File: src/rtl/quiz_pkg.sv
// Shared types and default sizing for the two-player quiz round controller.
package quiz_pkg;

  localparam int NUM_Q_DEF       = 5;
  localparam int WIN_SCORE_DEF   = 5;
  localparam int HOLD_CYCLES_DEF = 16;

  typedef enum logic [1:0] {
    IDLE   = 2'd0,
    ASK    = 2'd1,
    RESULT = 2'd2,
    OVER   = 2'd3
  } state_t;

  typedef enum logic [1:0] {
    WIN_NONE  = 2'b00,
    WIN_LEFT  = 2'b01,
    WIN_RIGHT = 2'b10
  } winner_t;

endpackage

File: src/rtl/quiz_press_detect.sv
// Edge-qualified joystick press detector: a press is a one-hot value arriving
// after a cycle with every button released.
module quiz_press_detect (
  input  logic       clk,
  input  logic       rst,
  input  logic [3:0] joy,
  output logic       press,
  output logic [1:0] choice
);

  logic [3:0] prev;
  logic       one_hot;

  always_ff @(posedge clk) begin
    if (rst) prev <= 4'b0000;
    else     prev <= joy;
  end

  // NOTE: every always_comb output gets a default first, so no path infers a latch.
  always_comb begin
    one_hot = 1'b0;
    choice  = 2'd0;
    case (joy)
      4'b0001: begin one_hot = 1'b1; choice = 2'd0; end
      4'b0010: begin one_hot = 1'b1; choice = 2'd1; end
      4'b0100: begin one_hot = 1'b1; choice = 2'd2; end
      4'b1000: begin one_hot = 1'b1; choice = 2'd3; end
      default: begin one_hot = 1'b0; choice = 2'd0; end
    endcase
  end

  assign press = one_hot && (prev == 4'b0000);

endmodule

File: src/rtl/quiz_round_ctrl.sv
// Round sequencer: arbitrates joystick ownership per question, judges answers,
// keeps scores, advances questions and declares the winner.
module quiz_round_ctrl
  import quiz_pkg::*;
#(
  parameter int NUM_Q       = NUM_Q_DEF,
  parameter int WIN_SCORE   = WIN_SCORE_DEF,
  parameter int HOLD_CYCLES = HOLD_CYCLES_DEF
) (
  input  logic       clk,
  input  logic       rst,
  input  logic       start,
  input  logic [3:0] joy_l,
  input  logic [3:0] joy_r,
  input  logic [1:0] ans,
  output logic [2:0] q_index,
  output logic [2:0] score_l,
  output logic [2:0] score_r,
  output logic       grant_l,
  output logic       grant_r,
  output logic       correct,
  output logic       game_over,
  output logic [1:0] winner
);

  localparam int         HW      = (HOLD_CYCLES > 1) ? $clog2(HOLD_CYCLES) : 1;
  localparam logic [HW-1:0] HOLD_LD = HW'(HOLD_CYCLES - 1);
  localparam logic [2:0] LAST_Q  = 3'(NUM_Q - 1);
  localparam logic [2:0] WIN_S   = 3'(WIN_SCORE);

  state_t        state;
  logic [HW-1:0] hold_cnt;
  logic          lock_l, lock_r;
  logic          tie_pri;      // 0: left wins a tie, 1: right wins a tie

  logic       press_l, press_r;
  logic [1:0] choice_l, choice_r;
  logic       elig_l, elig_r, take_l, take_r, hit;
  logic [1:0] win_choice;

  quiz_press_detect u_det_l (
    .clk    (clk),
    .rst    (rst),
    .joy    (joy_l),
    .press  (press_l),
    .choice (choice_l)
  );

  quiz_press_detect u_det_r (
    .clk    (clk),
    .rst    (rst),
    .joy    (joy_r),
    .press  (press_r),
    .choice (choice_r)
  );

  always_comb begin
    elig_l     = press_l && !lock_l;
    elig_r     = press_r && !lock_r;
    take_l     = elig_l && (!elig_r || !tie_pri);
    take_r     = elig_r && (!elig_l ||  tie_pri);
    win_choice = take_l ? choice_l : choice_r;
    hit        = (win_choice == ans);
  end

  function automatic logic [2:0] sat_inc(input logic [2:0] s);
    return (s >= WIN_S) ? s : s + 3'd1;
  endfunction

  function automatic logic [2:0] next_q(input logic [2:0] q);
    return (q == LAST_Q) ? 3'd0 : q + 3'd1;
  endfunction

  // NOTE: all state uses non-blocking assignments so every register samples pre-edge values.
  always_ff @(posedge clk) begin
    if (rst) begin
      // NOTE: plain control registers only; every one gets a reset value.
      state     <= IDLE;
      hold_cnt  <= '0;
      q_index   <= 3'd0;
      score_l   <= 3'd0;
      score_r   <= 3'd0;
      grant_l   <= 1'b0;
      grant_r   <= 1'b0;
      correct   <= 1'b0;
      game_over <= 1'b0;
      winner    <= WIN_NONE;
      lock_l    <= 1'b0;
      lock_r    <= 1'b0;
      tie_pri   <= 1'b0;
    end else begin
      case (state)
        IDLE, OVER: begin
          if (start) begin
            state     <= ASK;
            q_index   <= 3'd0;
            score_l   <= 3'd0;
            score_r   <= 3'd0;
            lock_l    <= 1'b0;
            lock_r    <= 1'b0;
            winner    <= WIN_NONE;
            game_over <= 1'b0;
          end
        end

        ASK: begin
          if (take_l || take_r) begin
            if (elig_l && elig_r) tie_pri <= ~tie_pri;
            grant_l  <= take_l;
            grant_r  <= take_r;
            correct  <= hit;
            if (take_l) begin
              if (hit) score_l <= sat_inc(score_l);
              else     lock_l  <= 1'b1;
            end else begin
              if (hit) score_r <= sat_inc(score_r);
              else     lock_r  <= 1'b1;
            end
            hold_cnt <= HOLD_LD;
            state    <= RESULT;
          end
        end

        RESULT: begin
          if (hold_cnt != '0) begin
            hold_cnt <= hold_cnt - HW'(1);
          end else begin
            grant_l <= 1'b0;
            grant_r <= 1'b0;
            correct <= 1'b0;
            if (correct && grant_l && score_l == WIN_S) begin
              state     <= OVER;
              winner    <= WIN_LEFT;
              game_over <= 1'b1;
            end else if (correct && grant_r && score_r == WIN_S) begin
              state     <= OVER;
              winner    <= WIN_RIGHT;
              game_over <= 1'b1;
            end else if (correct || (grant_l && lock_r) || (grant_r && lock_l)) begin
              q_index <= next_q(q_index);
              lock_l  <= 1'b0;
              lock_r  <= 1'b0;
              state   <= ASK;
            end else begin
              // Wrong answer with the opponent still free: same question, opponent only.
              state <= ASK;
            end
          end
        end

        default: state <= IDLE;
      endcase
    end
  end

endmodule
File: config.mk
export PLATFORM = sky130hd
export DESIGN_NAME = quiz_round_ctrl
export DESIGN_NICKNAME = d
export VERILOG_FILES = /design/src/rtl/quiz_pkg.sv /design/src/rtl/quiz_press_detect.sv /design/src/rtl/quiz_round_ctrl.sv
export SDC_FILE = /design/constraint.sdc
export NUM_CORES = 1
export LEC_CHECK = 0
export CAP_MARGIN = 10
export CORE_MARGIN = 4
export CORE_UTILIZATION = 50
export DETAILED_ROUTE_END_ITERATION = 12
export GPL_ROUTABILITY_DRIVEN = 0
export HOLD_SLACK_MARGIN = 0.15
export PLACE_DENSITY_LB_ADDON = 0.15
export SLEW_MARGIN = 20
export SYNTH_ARGS = -nofsm -noshare
export SYNTH_HDL_FRONTEND = slang
export SYNTH_HIERARCHICAL = 1
export SYNTH_SLANG_ARGS = --single-unit
File: constraint.sdc
create_clock -name clk -period 4.2 [get_ports clk]
set_input_delay 0.42 -clock clk [delete_from_list [all_inputs] [get_ports clk]]
set_output_delay 0.42 -clock clk [all_outputs]
set_load 0.02 [all_outputs]
==> flow_summary.yaml, run 1 <==
status:
  outcome: "completed"
pwr:
  ir_worst_vdd_uv: 174.9
  total_power_uw: 764.0
  powerDensity_nw_per_um2: 354.4
  p_leak_nw: 0.7843
timing:
  rsz0062_at_grt: "no"
  timing.hold.ws_ns: 0.4655
  fin_skew_ns: 0.01435
  max_slew_margin_pct: 59.01
  period_needed_ns: 2.961
  min_period_over_period_pct: 70.50
  setup_ws_ns: 1.239
  final-max-slew-violation-count: 0
  tns_ns: 0
  fmax_ghz: 0.3377
  setup_viol: 0
  hold_viol: 0
  worst_pin_slew_ns: 0.6094
clock_tree:
  cts_resized: 0
  cts_buffers: 5
  path_clk_slew_ns: 0.11
  worst_skew_pair.late_latency_ns: 0.34
  clock-root-buffer: "clkbuf_4"
  htreeDepth: 2
  tritoncts: "built"
  ctsHoldBuffers: 0
  post_cts_buffers: 0
  clock_sinks: 32
  clock_path_buffers: 2
worst_setup_path:
  cp_slowest_cell: "clkdlybuf4s50_1"
  cp_max_fo: 5
  crit_family: "simple AND/OR/NAND/NOR gates"
  cp.arrival_ns: 3.23
  worst-path-buf-inv: 1
  startpoint_type: "input port"
  worst-setup-path-type: "input port to flip-flop"
  cp_slowest_stage_delay_ns: 0.50
  end_kind: "flip-flop"
  crit_chain: "clkdlybuf4s50_1 > xnor2_1 > nor3_1 > o21a_1 > nor2b_1 > a21boi_0 > or3_4 > a221oi_2 > or4b_1 > a21oi_1"
  required_ns: 4.46
yosys:
  yosysWarnings: 6
  yosysSeqAreaShare_pct: 35.46
  synth_flop_cell: "dfxtp_1"
  syn-mean-instance-area_um2: 8.603
  ys_ff_latch: 32
  syn_nets: 233
  syn_inst: 210
  synth_edf_count: 0
  yosysUniqueCellTypes: 51
  syn_area_um2: 1807
  synth-async-reset-ratio_pct: 0
final_layout:
  antenna_cells: 0
  utilization_pct: 63.11
  syn_to_final_growth_pct: 19.32
  mostFrequentLayoutCells: "dfxtp_1 (32), clkdlybuf4s50_1 (26), a21oi_1 (20)"
  nets: 261
  layout-drive-gt1-share_pct: 7.950
  final_common_cell: "dfxtp_1"
  fin_area_um2: 2156
  final_cells: 285
placed_design:
  place_inst: 277
  port-buffer-count: 27
  placed_area_um2: 2100
  dp_hpwl_mm: 2.804
  dp_slack_ns: 0.8695
global_routing:
  grt_first_pass_wirelength_mm: 6.872
  grt.overflow.total: 0
  grt_max_degree: 32
  antenna_found_initial: 0
  grt_usage_pct: 19.58
  grt_pass1_vias: 1568
drt:
  drt-pass1-iter-count: 4
  vias: 1617
  vias_per_cell: 5.674
  wl_per_cell_um: 13.54
  drtIter0Drc: 72
  wirelength_mm: 3.858
  drc_errors: 0
  drtAntennaViolNets: 0
die:
  die_area_um2: 4639
  fp-row-count: 21
  core_um2: 3416
  start_util_pct: 52.89
  dieWidth_um: 68.11
  io_pins: 28
  die_y_um: 68.11
min_path:
  hp-class: "flip-flop to flip-flop"
job:
  max_cap_violations: 0
[synth_stat cells (all sizes together), types with 2 or more instances]
master | number | area [um2]
a21boi | 3 | 22.52
a21oi | 20 | 100.1
a221oi | 3 | 32.53
a311oi | 2 | 17.52
a31oi | 5 | 31.28
and3 | 2 | 17.52
buf | 3 | 23.77
clkbuf | 3 | 11.26
dfxtp | 32 | 640.6
ha | 10 | 125.1
inv | 10 | 37.54
nand2 | 15 | 56.30
nand2b | 4 | 25.02
nand3 | 6 | 30.03
nand3b | 3 | 35.03
nand4b | 2 | 17.52
nor2 | 15 | 56.30
nor2b | 13 | 81.33
nor3 | 7 | 45.04
nor3b | 3 | 33.78
nor4 | 2 | 12.51
o211ai | 3 | 22.52
o21a | 3 | 22.52
o21ai | 11 | 55.05
o311ai | 2 | 17.52
o31ai | 2 | 15.01
or3 | 5 | 42.54
or4 | 2 | 15.01
xnor2 | 6 | 52.55
[state kept, by name, indices dropped and copies added, names as in the netlist]
| register | cells |
|---|---|
| grant_l | 1 |
| u_det_r/prev | 4 |
| winner | 2 |
| u_det_l/prev | 4 |
| game_over | 1 |
| correct | 1 |
| grant_r | 1 |
| score_r | 3 |
| state | 2 |
| lock_r | 1 |
| score_l | 3 |
| lock_l | 1 |
| q_index | 3 |
| hold_cnt | 4 |
| tie_pri | 1 |
[logic make-up (layout without fill, tap and decap cells)]
family | after synthesis | count (layout) | synth area share [%]
AO/OA/AOI/OAI | 61 | 61 | 22.02
XOR/XNOR | 7 | 7 | 3.393
adder cells (fa/ha/maj) | 10 | 10 | 6.925
buffers and inverters | 16 | 45 | 4.017
flip-flops | 32 | 32 | 35.46
multiplexers | 1 | 1 | 0.5540
AND/OR/NAND/NOR | 83 | 83 | 27.63
[layout make-up]
class | instances | area [um2]
Clock buffer | 6 | 51.30
Multi-Input combinational cell | 162 | 1094
Clock inverter | 2 | 10.01
Tap cell | 46 | 57.56
Inverter | 10 | 37.54
Sequential cell | 32 | 640.6
Fill cell | 314 | 1260
Timing Repair Buffer | 27 | 265.3
[path summary, 6_finish.rpt]
check,slack (ns),cells past startpoint,startpoint,endpoint
hold reg to reg,0.47,2,game_over,game_over
setup / recovery,1.24,10,joy_l[1],score_l[1]
setup reg to reg,1.44,8,u_det_l/prev[1],score_l[1]
hold / removal,0.47,2,game_over,game_over
[power breakdown]
| group | total (mW) | switching (mW) | internal (mW) |
|---|---|---|---|
| Combinational | 0.235 | 0.138 | 0.0969 |
| Clock | 0.186 | 0.106 | 0.0795 |
| Sequential | 0.343 | 0.0184 | 0.325 |
[worst min-delay path: stages (launching register included)]
cell     delay, ns
dfxtp_1       0.33
nand2_1       0.05
a21oi_1       0.05
[layer usage]
layer	vias to the layer above	GRT usage (%)	share of wire, %	routed length [um]
met2	29	30.93	45	1755
met1	757	25.38	49	1887
met3	6	5.419	4.2	161
met4	0	7.196	1.4	53
met5	-	0	0	0
li1	825	-	-	-
Power figures use the tool's default switching activity.
==> run 2: changes to the inputs <==
- clock period: 4.2 -> 3.1 ns (I/O delays scaled with it)
==> flow_summary.yaml, run 2 (same netlist as run 1, synthesis figures left out) <==
placed_design:
  dp_slack_ns: -0.09979
  dp_hpwl_mm: 2.984
  port-buffer-count: 27
worst_setup_path:
  cp_max_fo: 10
  required_ns: 3.35
  startpoint_type: "input port"
  worst-setup-path-type: "input port to flip-flop"
  reg2reg_to: "score_l[0]"
  worstRegToRegCells: 8
  cp.arrival_ns: 3.13
  r2r_setup_slack_ns: 0.37
  reg2reg_from: "u_det_l/prev[1]"
  end_kind: "flip-flop"
clock_tree:
  ctsHoldBuffers: 0
  post_cts_buffers: 0
  tritoncts: "built"
  cts_buffers: 5
  worst_skew_pair.late_latency_ns: 0.33
  cts_resized: 0
  clock-root-buffer: "clkbuf_4"
  htreeDepth: 2
  clock_sinks: 32
  path_clk_slew_ns: 0.09
  clock_path_buffers: 2
drt:
  drt-pass1-iter-count: 4
  vias_per_cell: 5.533
  drtIter0Drc: 69
  wl_per_cell_um: 13.44
  drc_errors: 0
  drtAntennaViolNets: 0
  wirelength_mm: 3.911
  vias: 1610
final_layout:
  syn_to_final_growth_pct: 21.95
  layout-drive-gt1-share_pct: 8.980
  final_common_cell: "dfxtp_1"
  nets: 267
  seq_area_um2: 640.6
  antenna_cells: 0
  nFillCells: 309
  mostFrequentLayoutCells: "dfxtp_1 (32), clkdlybuf4s50_1 (27), a21oi_1 (20)"
  top_regs: "hold_cnt (4), u_det_l/prev (4), u_det_r/prev (4)"
  multi_input_area_um2: 1094
die:
  start_util_pct: 52.89
  core_um2: 3416
  die_area_um2: 4639
  die_y_um: 68.11
  io_pins: 28
  fp-row-count: 21
  dieWidth_um: 68.11
global_routing:
  grt_usage_pct: 20.04
  grt_max_degree: 21
  grt_first_pass_wirelength_mm: 7.051
  grt.overflow.total: 0
  antenna_found_initial: 0
  grt_pass1_vias: 1562
timing:
  hold_viol: 0
  worst_pin_slew_ns: 0.6301
  setup_ws_ns: 0.2272
  period_needed_ns: 2.873
  max_slew_margin_pct: 57.99
  setup_viol: 0
  fmax_ghz: 0.3481
  min_period_over_period_pct: 92.67
  rsz0062_at_grt: "no"
  final-max-slew-violation-count: 0
  fin_skew_ns: 0.002646
  timing.hold.ws_ns: 0.4600
job:
  max_cap_violations: 0
pwr:
  total_power_mw: 1.048
  ir_worst_vdd_uv: 293.9
  p_leak_nw: 0.8081
  powerDensity_nw_per_um2: 475.7
min_path:
  holdPathEnd: "game_over"
  whs_path_depth: 2
  hp-class: "flip-flop to flip-flop"
  hold_start: "game_over"
status:
  outcome: "completed"
==> run 2: how the worst max path moves through the flow <==
stage / from / to / slack [ns] / cells after the start
final: joy_l[1] / score_l[0] / 0.23 / 10
after detailed placement: joy_l[2] / score_l[0] / -0.1 / 10
after global routing: joy_l[2] / score_l[0] / 0.03 / 10
after floorplan: joy_l[2] / score_r[1] / 0.70 / 10
after CTS: joy_l[2] / score_l[0] / 0.24 / 10
after global placement: joy_l[1] / score_l[0] / -0.06 / 10
==> run 2: final cells by class <==
type                            count  share of cell area [%]
Clock buffer                        8                   2.669
Timing Repair Buffer               33                   14.31
Sequential cell                    32                   29.07
Inverter                           10                   1.704
Tap cell                           46                   2.612
Multi-Input combinational cell    162                   49.63
==> run 2: power breakdown <==
| part | leakage, nW | switching (mW) | internal [mW] |
|---|---|---|---|
| sequential | 0.261 | 0.0249 | 0.440 |
| combinational | 0.514 | 0.190 | 0.144 |
| clock | 0.0326 | 0.137 | 0.112 |
==> run 2: worst max-delay path, cell delays in order <==
cell	delay, ns
clkdlybuf4s50_1	0.52
xnor2_1	0.17
nor3_1	0.13
o21a_1	0.15
nor2b_1	0.30
a21boi_0	0.17
or3_4	0.36
a22o_1	0.33
or4_1	0.53
a21oi_1	0.15
==> run 2: layer usage <==
metal,vias to the layer above,global-route usage [%],part of all wire [%]
li1,837,-,-
met1,739,26.54,49
met2,29,31.17,45
met3,5,6.240,4.7
met4,0,5.955,1.2
met5,-,0,0
==> run 2: metrics by stage <==
stage / TNS (ns) / area (um2) / util [%] / cells
floorplan: 0 / 1807 / - / 210
global placement: -0.09064 / 2145 / 62.78 / 283
detailed placement: -0.1454 / 2145 / 62.78 / 283
CTS: 0 / 2203 / 64.51 / 291
global route: 0 / 2203 / 64.51 / 291
finish: 0 / 2203 / 64.51 / 291
